### src/rtl/hazard_scoreboard_pkg.sv
// Shared defaults for the register hazard scoreboard: geometry, latency range
// and the width of the stall-cycle statistics counter.
package hazard_pkg;

   localparam int NREG_DEF    = 8;
   localparam int NSRC_DEF    = 3;
   localparam int MAX_LAT_DEF = 4;
   localparam int STALL_CNT_W = 16;

   localparam logic [STALL_CNT_W-1:0] STALL_CNT_MAX = '1;

endpackage

### src/rtl/hazard_reg_counter.sv
// Per-register result countdown: loads the issue latency when the register is
// claimed as a destination, then counts down to zero (not busy).
module hazard_reg_counter #(
   parameter int LW = 3
) (
   input  logic          clk,
   input  logic          reset,
   input  logic          load_i,
   input  logic [LW-1:0] lat_i,
   output logic          busy_o
);

   logic [LW-1:0] cnt_q, cnt_d;

   // A load only happens when the counter is already idle (the WAW check
   // stalls otherwise), so load simply takes priority over decrement.
   always_comb begin
      // NOTE: default first so every path assigns cnt_d and no latch is inferred.
      cnt_d = cnt_q;
      if (load_i) begin
         cnt_d = lat_i;
      end else if (cnt_q != '0) begin
         cnt_d = cnt_q - LW'(1);
      end
   end

   // NOTE: state registers use non-blocking assignments so every flop samples
   // pre-edge values regardless of process evaluation order.
   always_ff @(posedge clk or posedge reset) begin
      if (reset) begin
         cnt_q <= '0;
      end else begin
         cnt_q <= cnt_d;
      end
   end

   assign busy_o = (cnt_q != '0);

endmodule

### src/rtl/hazard_scoreboard.sv
// In-order issue hazard scoreboard: RAW/WAW interlock on pending results,
// one-bubble-per-cycle stall generation and a saturating stall statistic.
module hazard_scoreboard
   import hazard_pkg::*;
#(
   parameter  int NREG     = NREG_DEF,
   parameter  int NSRC     = NSRC_DEF,
   parameter  int MAX_LAT  = MAX_LAT_DEF,
   parameter  int ZERO_REG = 1,
   localparam int AW       = $clog2(NREG),
   localparam int LW       = $clog2(MAX_LAT + 1)
) (
   input  logic                   clk,
   input  logic                   reset,
   input  logic                   issue_valid,
   input  logic [NSRC*AW-1:0]     issue_src,
   input  logic [NSRC-1:0]        issue_src_en,
   input  logic                   issue_we,
   input  logic [AW-1:0]          issue_rd,
   input  logic [LW-1:0]          issue_lat,
   input  logic                   flush,
   output logic                   stall,
   output logic                   issue_accept,
   output logic [NREG-1:0]        busy_vec,
   output logic [STALL_CNT_W-1:0] stall_cycles
);

   logic                   hazard;
   logic [LW-1:0]          lat_clamped;
   logic [STALL_CNT_W-1:0] stall_cycles_q, stall_cycles_d;

   // RAW on any read source, or WAW on the destination; busy_vec reflects the
   // counters before the edge, so a result is usable the cycle its count hits 0.
   always_comb begin
      hazard = 1'b0;
      for (int i = 0; i < NSRC; i++) begin
         if (issue_src_en[i] && busy_vec[issue_src[i*AW +: AW]]) begin
            hazard = 1'b1;
         end
      end
      if (issue_we && busy_vec[issue_rd]) begin
         hazard = 1'b1;
      end
   end

   assign stall        = issue_valid & ~flush & hazard;
   assign issue_accept = issue_valid & ~flush & ~hazard;

   assign lat_clamped = (int'(issue_lat) > MAX_LAT) ? LW'(MAX_LAT) : issue_lat;

   for (genvar r = 0; r < NREG; r++) begin : g_reg
      if (ZERO_REG != 0 && r == 0) begin : g_zero
         assign busy_vec[r] = 1'b0;
      end else begin : g_cnt
         hazard_reg_counter #(
            .LW(LW)
         ) u_cnt (
            .clk   (clk),
            .reset (reset),
            .load_i(issue_accept && issue_we && (issue_rd == AW'(r))),
            .lat_i (lat_clamped),
            .busy_o(busy_vec[r])
         );
      end
   end

   always_comb begin
      stall_cycles_d = stall_cycles_q;
      if (stall && stall_cycles_q != STALL_CNT_MAX) begin
         stall_cycles_d = stall_cycles_q + STALL_CNT_W'(1);
      end
   end

   always_ff @(posedge clk or posedge reset) begin
      if (reset) begin
         stall_cycles_q <= '0;
      end else begin
         stall_cycles_q <= stall_cycles_d;
      end
   end

   assign stall_cycles = stall_cycles_q;

endmodule

### config.mk
export PLATFORM = sky130hd
export DESIGN_NAME = hazard_scoreboard
export DESIGN_NICKNAME = d
export VERILOG_FILES = /design/src/rtl/hazard_scoreboard_pkg.sv /design/src/rtl/hazard_reg_counter.sv /design/src/rtl/hazard_scoreboard.sv
export SDC_FILE = /design/constraint.sdc
export NUM_CORES = 1
export LEC_CHECK = 0
export ABC_AREA = 1
export CORE_MARGIN = 5
export CORE_UTILIZATION = 48
export CTS_CLUSTER_DIAMETER = 40
export CTS_CLUSTER_SIZE = 20
export DETAILED_ROUTE_END_ITERATION = 6
export PLACE_DENSITY = 0.77
export SLEW_MARGIN = 0
export SYNTH_ARGS = -nofsm -noshare
export SYNTH_HDL_FRONTEND = slang
export SYNTH_SLANG_ARGS = --single-unit
### constraint.sdc
create_clock -name clk -period 1.8 [get_ports clk]
set_input_delay 0.36 -clock clk [delete_from_list [all_inputs] [get_ports clk]]
set_output_delay 0.36 -clock clk [all_outputs]
set_load 0.01 [all_outputs]
==> impl_metrics.tcl, run 1 <==
set metrics [dict create \
    status "finished, violations left" \
    failed_checks "negative setup slack" \
    ctsHoldBuffers 0 \
    ys_seq_elements 37 \
    worst_hold_path_type "input pin to async pin" \
    insertion_delay_ns 0.29 \
    dieWidth_um 86.1 \
    area_growth_pct 55.9 \
    drv_cap 0 \
    vias 3100 \
    drc 0 \
    worst-r2r-setup-slack_ns -0.40 \
    grt_pass1_vias 2991 \
    grt_pass1_wl_mm 13.5 \
    totalPowerFinal_mw 5.69 \
    synth_edf_count 0 \
    synth-seq-area-share_pct 33.3 \
    layout_setup_ws_ns -0.440 \
    grt_setup_unrepaired "true" \
    clock-sinks 37 \
    die_area_mm2 0.00741 \
    final_period_minus_worst_setup_slack_ns 2.24 \
    cts_made_buffers 5 \
    drv_slew 0 \
    final_area_mm2 0.00433 \
    endpoint "issue_accept" \
    utilization_pct 77.7 \
    timing_worst_setup_path_type "flop to output pin" \
    ys_types 30 \
    crit_start "g_reg[3].g_cnt.u_cnt.cnt_q[0]" \
    firstDrtPassIters 5 \
    start_util_pct 49.8 \
    drive_gt1_share_pct 36.0 \
    dpl-instance-area_mm2 0.00368 \
    ir_drop_mv 0.882 \
    syn_inst 385 \
    drt_wl_total_mm 9.16 \
    timing.rr.end "stall_cycles[4]" \
    fillers 351 \
    fin_nets 542 \
    syn_area_mm2 0.00278 \
    finClkSkew_ns 0.0137 \
    cp_max_fo 2 \
    dpl.hpwl_mm 5.65 \
    crit_arrival_ns 1.88 \
    synth_flop_cell "dfrtp_1" \
    avgSynthCellArea_um2 7.21 \
    drtIter0Drc 302 \
    port_buffers 47 \
    setup_viol 40 \
    ant_nets 0 \
    r2r_cells 18 \
    coreArea_mm2 0.00557 \
    crit_path_end_kind "output pin" \
    worstPathRequired_ns 1.44 \
    cts_tree "built" \
    cts.path.max_buffers 2 \
    cts_root_buf "clkbuf_8" \
    io_pins 49 \
    antenna_found_initial 0 \
    finalCritPeriodShare_pct 124 \
    pre_cts_ws_ns -0.845 \
    p_leak_nw 2.09 \
    row_count 27 \
    async_flop_share_pct 100 \
    r2r_start "g_reg[6].g_cnt.u_cnt.cnt_q[0]" \
    viasPerCell 5.37 \
    power.density_mw_per_mm2 1310 \
    fmax_ghz 0.446 \
    clkSlewWorstSetupHoldPaths_ns 0.08 \
    diodes 0 \
    syn-num-nets 423 \
    routedWlPerCell_um 15.9 \
    htreeDepth 2 \
    grt.overflow.total 0 \
    die_h_um 86.1 \
    grt_max_degree 38 \
    gp_congestion 0.976 \
    track_usage_pct 22.6 \
    synth_warnings 0 \
    start_kind "flop" \
    hold_violations 0 \
]
worst min path at each step:
stage,startpoint,to,slack (ns)
after detailed placement,stall_cycles[6],stall_cycles[6],0.51
after global placement,stall_cycles[6],stall_cycles[6],0.51
after global routing,reset,g_reg[4].g_cnt.u_cnt.cnt_q[1],0.54
after floorplan,issue_lat[2],g_reg[5].g_cnt.u_cnt.cnt_q[2],0.50
final,reset,g_reg[4].g_cnt.u_cnt.cnt_q[1],0.49
after CTS,reset,g_reg[2].g_cnt.u_cnt.cnt_q[1],0.50
cell usage after synthesis (2+ instances only):
master	count	area, um2
inv_2	5	18.8
xor2_1	17	149
nand2_2	9	56.3
xnor2_1	9	78.8
nand4_1	13	81.3
nor2_2	3	18.8
dfrtp_1	37	926
nor3_1	5	25.0
nor2_1	32	120
nand3b_1	2	15.0
ha_1	15	188
clkbuf_1	2	7.51
buf_6	2	22.5
o21ai_1	6	30.0
o21ai_0	8	40.0
nand3_1	57	285
inv_1	52	195
nand2_1	77	289
clkinv_1	2	7.51
nor2_4	2	22.5
o22ai_1	2	12.5
a21oi_1	12	60.1
buf_4	9	67.6
timing repair:
| item | CTS | global route |
|---|---|---|
| cloned | 0 | 2 |
| setup buffers | 9 | 11 |
| gates resized for setup | 69 | 69 |
| endpoints found under the setup margin | 46 | 46 |
| pin swaps | 21 | 35 |
where the power goes:
group	leakage [nW]	switching [mW]	internal (mW)
clock	0.0445	0.328	0.275
sequential	0.461	0.242	1.15
combinational	1.58	1.82	1.87
cell type report:
type                    instances  area, um2  share of cell area [%]
clock buffers                   5       68.8                    1.59
multi-input cells             275       1880                    43.3
repair buffers                126       1120                    26.0
flip-flops and latches         37        927                    21.4
clock inverters                 3       21.3                   0.491
well taps                      72       90.1                    2.08
inverters                      59        221                    5.12
stage by stage:
stage	hold WS, ns	std cells	setup TNS, ns
2_1_floorplan	0.498	385	-0.0750
3_3_place_gp	0.506	548	-18.37
3_5_place_dp	0.515	548	-21.52
4_1_cts	0.496	565	-8.36
5_1_grt	0.543	577	-16.01
6_report	0.486	577	-11.94
metal layers:
| metal | wire, um | part of all wire [%] | up-vias | track usage, % |
|---|---|---|---|---|
| li1 | - | - | 1467 | - |
| met1 | 3740 | 41 | 1435 | 27.6 |
| met2 | 4610 | 50 | 160 | 39.0 |
| met3 | 528 | 5.8 | 38 | 3.94 |
| met4 | 286 | 3.1 | 0 | 9.50 |
| met5 | 0 | 0 | - | 0 |
state kept, by name, indices dropped and copies added, names as in the netlist:
register,flops
stall_cycles,16
g.g_cnt.u_cnt.cnt_q,21
layout by cell type, fill, tap and decap left out, types with 5 or more instances in the layout:
| cell type | n |
|---|---|
| ha_1 | 8 |
| inv_1 | 35 |
| nor3_1 | 5 |
| buf_6 | 11 |
| xnor2_1 | 9 |
| clkbuf_8 | 5 |
| nand3_1 | 42 |
| buf_4 | 67 |
| o21ai_1 | 6 |
| o21ai_2 | 5 |
| nand2_2 | 16 |
| nand4_1 | 13 |
| inv_2 | 22 |
| ha_4 | 7 |
| dfrtp_1 | 36 |
| clkdlybuf4s50_1 | 36 |
| a21oi_1 | 10 |
| nand2_1 | 58 |
| nand3_2 | 14 |
| nor2_1 | 29 |
| nor2_4 | 7 |
| nand2_4 | 11 |
| xor2_1 | 17 |
critical path, cell delays in order, from the launching register on:
cell	delay, ns
dfrtp_1	0.40
inv_2	0.09
ha_4	0.14
buf_4	0.11
nand3_1	0.10
nand3_2	0.10
nand3_2	0.08
nand3_2	0.09
nand2_4	0.09
nor3_4	0.21
buf_2	0.17
cell families after synthesis:
kind of cell | count (synthesis) | share of synthesized area [%]
AOI/OAI and AO/OA | 30 | 5.72
xor gates and xnor gates | 26 | 8.20
adders and majority gates | 15 | 6.76
buffers and inverters | 73 | 11.7
DFF | 37 | 33.3
other | 1 | 0.135
and+or+nand+nor | 203 | 34.2
(Power assumes the default switching activity.)
==> inputs of run 2 (changes only) <==
--- a/constraint.sdc
+++ b/constraint.sdc
@@ -3,2 +3,2 @@
 set_output_delay 0.36 -clock clk [all_outputs]
-set_load 0.01 [all_outputs]
+set_load 0.05 [all_outputs]
==> impl_metrics.tcl, run 2 (same netlist as run 1, synthesis figures left out) <==
set metrics [dict create \
    status "finished, violations left" \
    failed_checks "negative setup slack" \
    grt_pass1_wl_mm 14.3 \
    cp_max_fo 4 \
    grt.overflow.total 0 \
    fin_nets 544 \
    finalCritPeriodShare_pct 129 \
    dpl-instance-area_mm2 0.00379 \
    dpl.hpwl_mm 5.91 \
    timing_worst_setup_path_type "flop to output pin" \
    gp_congestion 0.966 \
    crit_path_end_kind "output pin" \
    worst-r2r-setup-slack_ns -0.42 \
    vias 3200 \
    mostFrequentLayoutCells "buf_4 (74), nand2_1 (67), inv_1 (37), nand3_1 (36), dfrtp_1 (35)" \
    start_kind "flop" \
    die_h_um 86.1 \
    cts_made_buffers 5 \
    finalSetupTns_ns -12.18 \
    fillers 325 \
    row_count 27 \
    pre_cts_ws_ns -0.557 \
    start_util_pct 49.8 \
    power.density_mw_per_mm2 1450 \
    setup_viol 39 \
    final_common_cell "buf_4" \
    whs_ns 0.345 \
    cp_num_buf_inv 3 \
    largest_register "g.g_cnt.u_cnt.cnt_q" \
    finClkSkew_ns 0.0149 \
    cts_root_buf "clkbuf_8" \
    dieWidth_um 86.1 \
    clock-sinks 37 \
    worstPathRequired_ns 1.44 \
    io_pins 49 \
    grt_max_degree 30 \
    area_growth_pct 61.4 \
    cp_slowest_cell "dfrtp_1" \
    drv_cap 0 \
    drv_slew 0 \
    regArea_um2 928 \
    hold_violations 0 \
    critPathTopFamily "simple AND/OR/NAND/NOR gates" \
    clkSlewWorstSetupHoldPaths_ns 0.08 \
    final_period_minus_worst_setup_slack_ns 2.32 \
    crit_arrival_ns 1.96 \
    ctsHoldBuffers 0 \
    p_leak_nw 2.21 \
    drc 0 \
    final_cells 579 \
    cts.path.max_buffers 2 \
    final_area_mm2 0.00448 \
    port_buffers 47 \
    cts_tree "built" \
    track_usage_pct 24.2 \
    die_area_mm2 0.00741 \
    ir_drop_mv 1.30 \
    grt_setup_unrepaired "true" \
    htreeDepth 2 \
    coreArea_mm2 0.00557 \
    insertion_delay_ns 0.30 \
    antenna_found_initial 0 \
    cp_cell_sequence "inv_2 -> ha_4 -> inv_2 -> nor2_4 -> nand2_1 -> nand3_2 -> nand2_2 -> nand3_4 -> nand2_4 -> nor3_4 -> buf_12" \
    viasPerCell 5.53 \
    firstDrtPassIters 7 \
    slowest_delay_ns 0.39 \
    grt_pass1_vias 3160 \
    dp.cells 551 \
    drive_gt1_share_pct 39.4 \
    crit_top_cell "inv_2" \
    fmax_ghz 0.431 \
    drt_wl_total_mm 9.64 \
    diodes 0 \
    ant_nets 0 \
    drtIter0Drc 289 \
    largest_reg_flops 21 \
    layout_setup_ws_ns -0.520 \
    routedWlPerCell_um 16.6 \
    multi_input_area_mm2 0.00187 \
    worst_hold_path_type "input pin to async pin" \
]
run 2: cell types whose count changed in the layout (fill, tap and decap cells not counted), moves of 6 or more:
cell | previous run | this run
buf_12 | 2 | 11
buf_4 | 67 | 74
clkdlybuf4s50_1 | 36 | 17
nand2_1 | 58 | 67
nand2_4 | 11 | 4
nand3_1 | 42 | 36
run 2: timing repair:
item,in CTS,in global routing
cloned,2,1
pin swaps,19,22
resized for setup,55,55
setup endpoints to repair,41,42
setup buffers,15,8
run 2: final timing paths:
check                                         startpoint                       endpoint  cells past startpoint
setup / recovery           g_reg[2].g_cnt.u_cnt.cnt_q[0]                   issue_accept                     11
hold / removal                                     reset                stall_cycles[0]                      2
setup reg to reg           g_reg[4].g_cnt.u_cnt.cnt_q[1]                stall_cycles[4]                     17
hold reg to reg                          stall_cycles[6]                stall_cycles[6]                      2
max in group asynchronous                          reset  g_reg[7].g_cnt.u_cnt.cnt_q[1]                      3
min in group clk                         stall_cycles[6]                stall_cycles[6]                      2
run 2: worst register-to-register path: stages (launching register included):
cell     delay (ns)
dfrtp_1        0.35
inv_2          0.05
ha_4           0.16
buf_4          0.13
nand3_1        0.10
nand3_1        0.10
nand2_2        0.09
nand3_4        0.09
nand2_4        0.11
buf_12         0.11
nor2_8         0.03
nor2_4         0.13
buf_6          0.12
buf_8          0.12
nand2_8        0.08
buf_12         0.15
o21ai_2        0.12
nand2_1        0.06
run 2: layout make-up:
cell class	instances	area share (%)
multi-input cells	275	41.8
repair buffers	128	28.5
flip-flops and latches	37	20.7
inverters	59	5.00
well taps	72	2.01
clock buffers	5	1.54
clock inverters	3	0.474
run 2: routing by layer:
layer / global-route usage [%] / vias to the layer above / part of all wire [%]
li1: - / 1472 / -
met1: 27.8 / 1510 / 37
met2: 43.0 / 173 / 52
met3: 5.09 / 45 / 6.9
met4: 10.8 / 0 / 3.9
met5: 0 / - / 0
run 2: through the flow:
step	utilization, %	total power, mW
final	80.4	6.48
after global routing	80.4	6.97
after CTS	76.0	6.03
after detailed placement	68.1	4.89
after global placement	68.1	4.77
after floorplan	-	3.50
run 2: report_power, final:
part | internal [mW] | total, mW | switching (mW)
logic | 2.17 | 4.50 | 2.33
registers | 1.15 | 1.38 | 0.230
clock network | 0.275 | 0.601 | 0.326
total | 3.59 | 6.48 | 2.88
==> inputs of run 3 (changes only) <==
- RECOVER_POWER: unset -> 100
- SETUP_SLACK_MARGIN: unset -> 0.05
==> impl_metrics.tcl, run 3 (same netlist as run 1, synthesis figures left out) <==
set metrics [dict create \
    status "finished, violations left" \
    failed_checks "negative setup slack" \
    dpl.hpwl_mm 5.97 \
    ant_nets 0 \
    drv_cap 0 \
    cp_cell_sequence "inv_2 -> ha_4 -> inv_1 -> nor2_4 -> nand2_2 -> nand3_2 -> nand3_2 -> nand3_2 -> nand2_4 -> nor3_4 -> buf_12" \
    crit_arrival_ns 1.86 \
    crit_top_cell "nand3_2" \
    grt.overflow.total 0 \
    dieWidth_um 86.1 \
    power.internal_mw 3.38 \
    clock-sinks 37 \
    drtIter0Drc 200 \
    start_kind "flop" \
    drt_wl_total_mm 8.37 \
    start_util_pct 49.8 \
    gp_congestion 0.964 \
    p_switching_mw 2.63 \
    finalCritPeriodShare_pct 123 \
    final_area_mm2 0.00414 \
    largest_register "g.g_cnt.u_cnt.cnt_q" \
    drive_gt1_share_pct 31.6 \
    vias 2909 \
    largest_reg_flops 21 \
    power_frac_comb_pct 64.9 \
    final_common_cell "nand2_1" \
    pwr-share-seq_pct 22.8 \
    routedWlPerCell_um 14.9 \
    track_usage_pct 23.3 \
    setup_viol 40 \
    fmax_ghz 0.451 \
    port_buffers 47 \
    dp.cells 544 \
    crit_path_end_kind "output pin" \
    drv_slew 0 \
    cp_max_fo 3 \
    dpl-instance-area_mm2 0.00376 \
    diodes 0 \
    hold_violations 0 \
    finClkSkew_ns 0.0131 \
    grt_setup_unrepaired "true" \
    grt_pass1_wl_mm 13.8 \
    worst_hold_path_type "flop to flop" \
    totalPowerFinal_mw 6.01 \
    worst_pin_slew_ns 0.953 \
    ir_drop_mv 1.08 \
    finalSetupTns_ns -7.88 \
    htreeDepth 2 \
    power.density_mw_per_mm2 1450 \
    final_period_minus_worst_setup_slack_ns 2.22 \
    die_area_mm2 0.00741 \
    cts.path.max_buffers 2 \
    die_h_um 86.1 \
    fin_nets 528 \
    whs_ns 0.530 \
    slowest_delay_ns 0.39 \
    clockPowerShare_pct 12.3 \
    antenna_found_initial 0 \
    io_pins 49 \
    p_leak_nw 2.03 \
    grt_max_degree 38 \
    critPathTopFamily "simple AND/OR/NAND/NOR gates" \
    coreArea_mm2 0.00557 \
    grt_pass1_vias 3042 \
    worstPathRequired_ns 1.44 \
    final_cells 563 \
    row_count 27 \
    ctsHoldBuffers 0 \
    firstDrtPassIters 4 \
    cts_made_buffers 5 \
    sw_frac_of_total_pct 43.8 \
    cp_num_buf_inv 3 \
    cp_slowest_cell "dfrtp_1" \
    insertion_delay_ns 0.30 \
    cts_tree "built" \
    mostFrequentLayoutCells "nand2_1 (75), buf_4 (54), nand3_1 (42), inv_1 (38), dfrtp_1 (36)" \
    clkSlewWorstSetupHoldPaths_ns 0.08 \
    timing_worst_setup_path_type "flop to output pin" \
    viasPerCell 5.17 \
    drc 0 \
    slew_headroom_pct 36.4 \
    cts_root_buf "clkbuf_8" \
    area_growth_pct 48.9 \
    layout_setup_ws_ns -0.420 \
]
## run 3: area by class of cell
class | instances | area, um2
clock buffers | 5 | 68.8
clock inverters | 3 | 43.8
fillers | 403 | 1440
inverters | 59 | 221
multi-input cells | 275 | 1780
flip-flops and latches | 37 | 927
well taps | 72 | 90.1
repair buffers | 112 | 1010
## run 3: through the flow
stage	util [%]	setup slack [ns]
2_1_floorplan	-	-0.256
3_3_place_gp	67.5	-0.502
3_5_place_dp	67.5	-0.564
4_1_cts	73.0	-0.439
5_1_grt	74.2	-0.573
6_report	74.2	-0.420
## run 3: power by group through the flow
| stage | Combinational, mW | Clock (mW) | Sequential [mW] |
|---|---|---|---|
| floorplan | 1.99 | 0 | 1.53 |
| global placement | 3.36 | 0 | 1.36 |
| detailed placement | 3.48 | 0 | 1.36 |
| CTS | 3.77 | 0.753 | 1.37 |
| global route | 4.25 | 0.802 | 1.41 |
| finish | 3.90 | 0.739 | 1.37 |
## run 3: final timing paths
check	from	endpoint	slack (ns)	cells past startpoint
max in group asynchronous	reset	stall_cycles[1]	0.36	3
min reg2reg	stall_cycles[6]	stall_cycles[6]	0.53	2
min in group asynchronous	reset	stall_cycles[1]	0.80	3
max reg2reg	g_reg[5].g_cnt.u_cnt.cnt_q[1]	g_reg[1].g_cnt.u_cnt.cnt_q[1]	-0.32	15
min	stall_cycles[6]	stall_cycles[6]	0.53	2
max	g_reg[6].g_cnt.u_cnt.cnt_q[0]	issue_accept	-0.42	11
## run 3: worst register-to-register path: stages (launching register included)
cell and delay (ns):
dfrtp_1 0.37, inv_1 0.08, ha_2 0.24, nand2_2 0.08, nor2_1 0.11, nor2_1 0.05
nand2_1 0.05, nand2_1 0.06, nand3_2 0.10, nand2_4 0.09, nor2_8 0.11, buf_6 0.11
buf_6 0.10, nand4_1 0.23, nand3_1 0.17, o21ai_1 0.07
## run 3: per-layer routing
| layer | global-route usage [%] | up-vias | wire (um) | part of all wire (%) |
|---|---|---|---|---|
| met5 | 0 | - | 0 | 0 |
| met4 | 8.78 | 0 | 240 | 2.9 |
| met3 | 4.51 | 25 | 521 | 6.2 |
| met2 | 42.3 | 108 | 4280 | 51 |
| met1 | 26.7 | 1343 | 3330 | 40 |
| li1 | - | 1433 | - | - |
## run 3: timing repair
item,in CTS,in global routing
gates resized for setup,44,22
setup endpoints to repair,41,44
buffers inserted,4,5
pin swaps,20,12
cloned,0,2
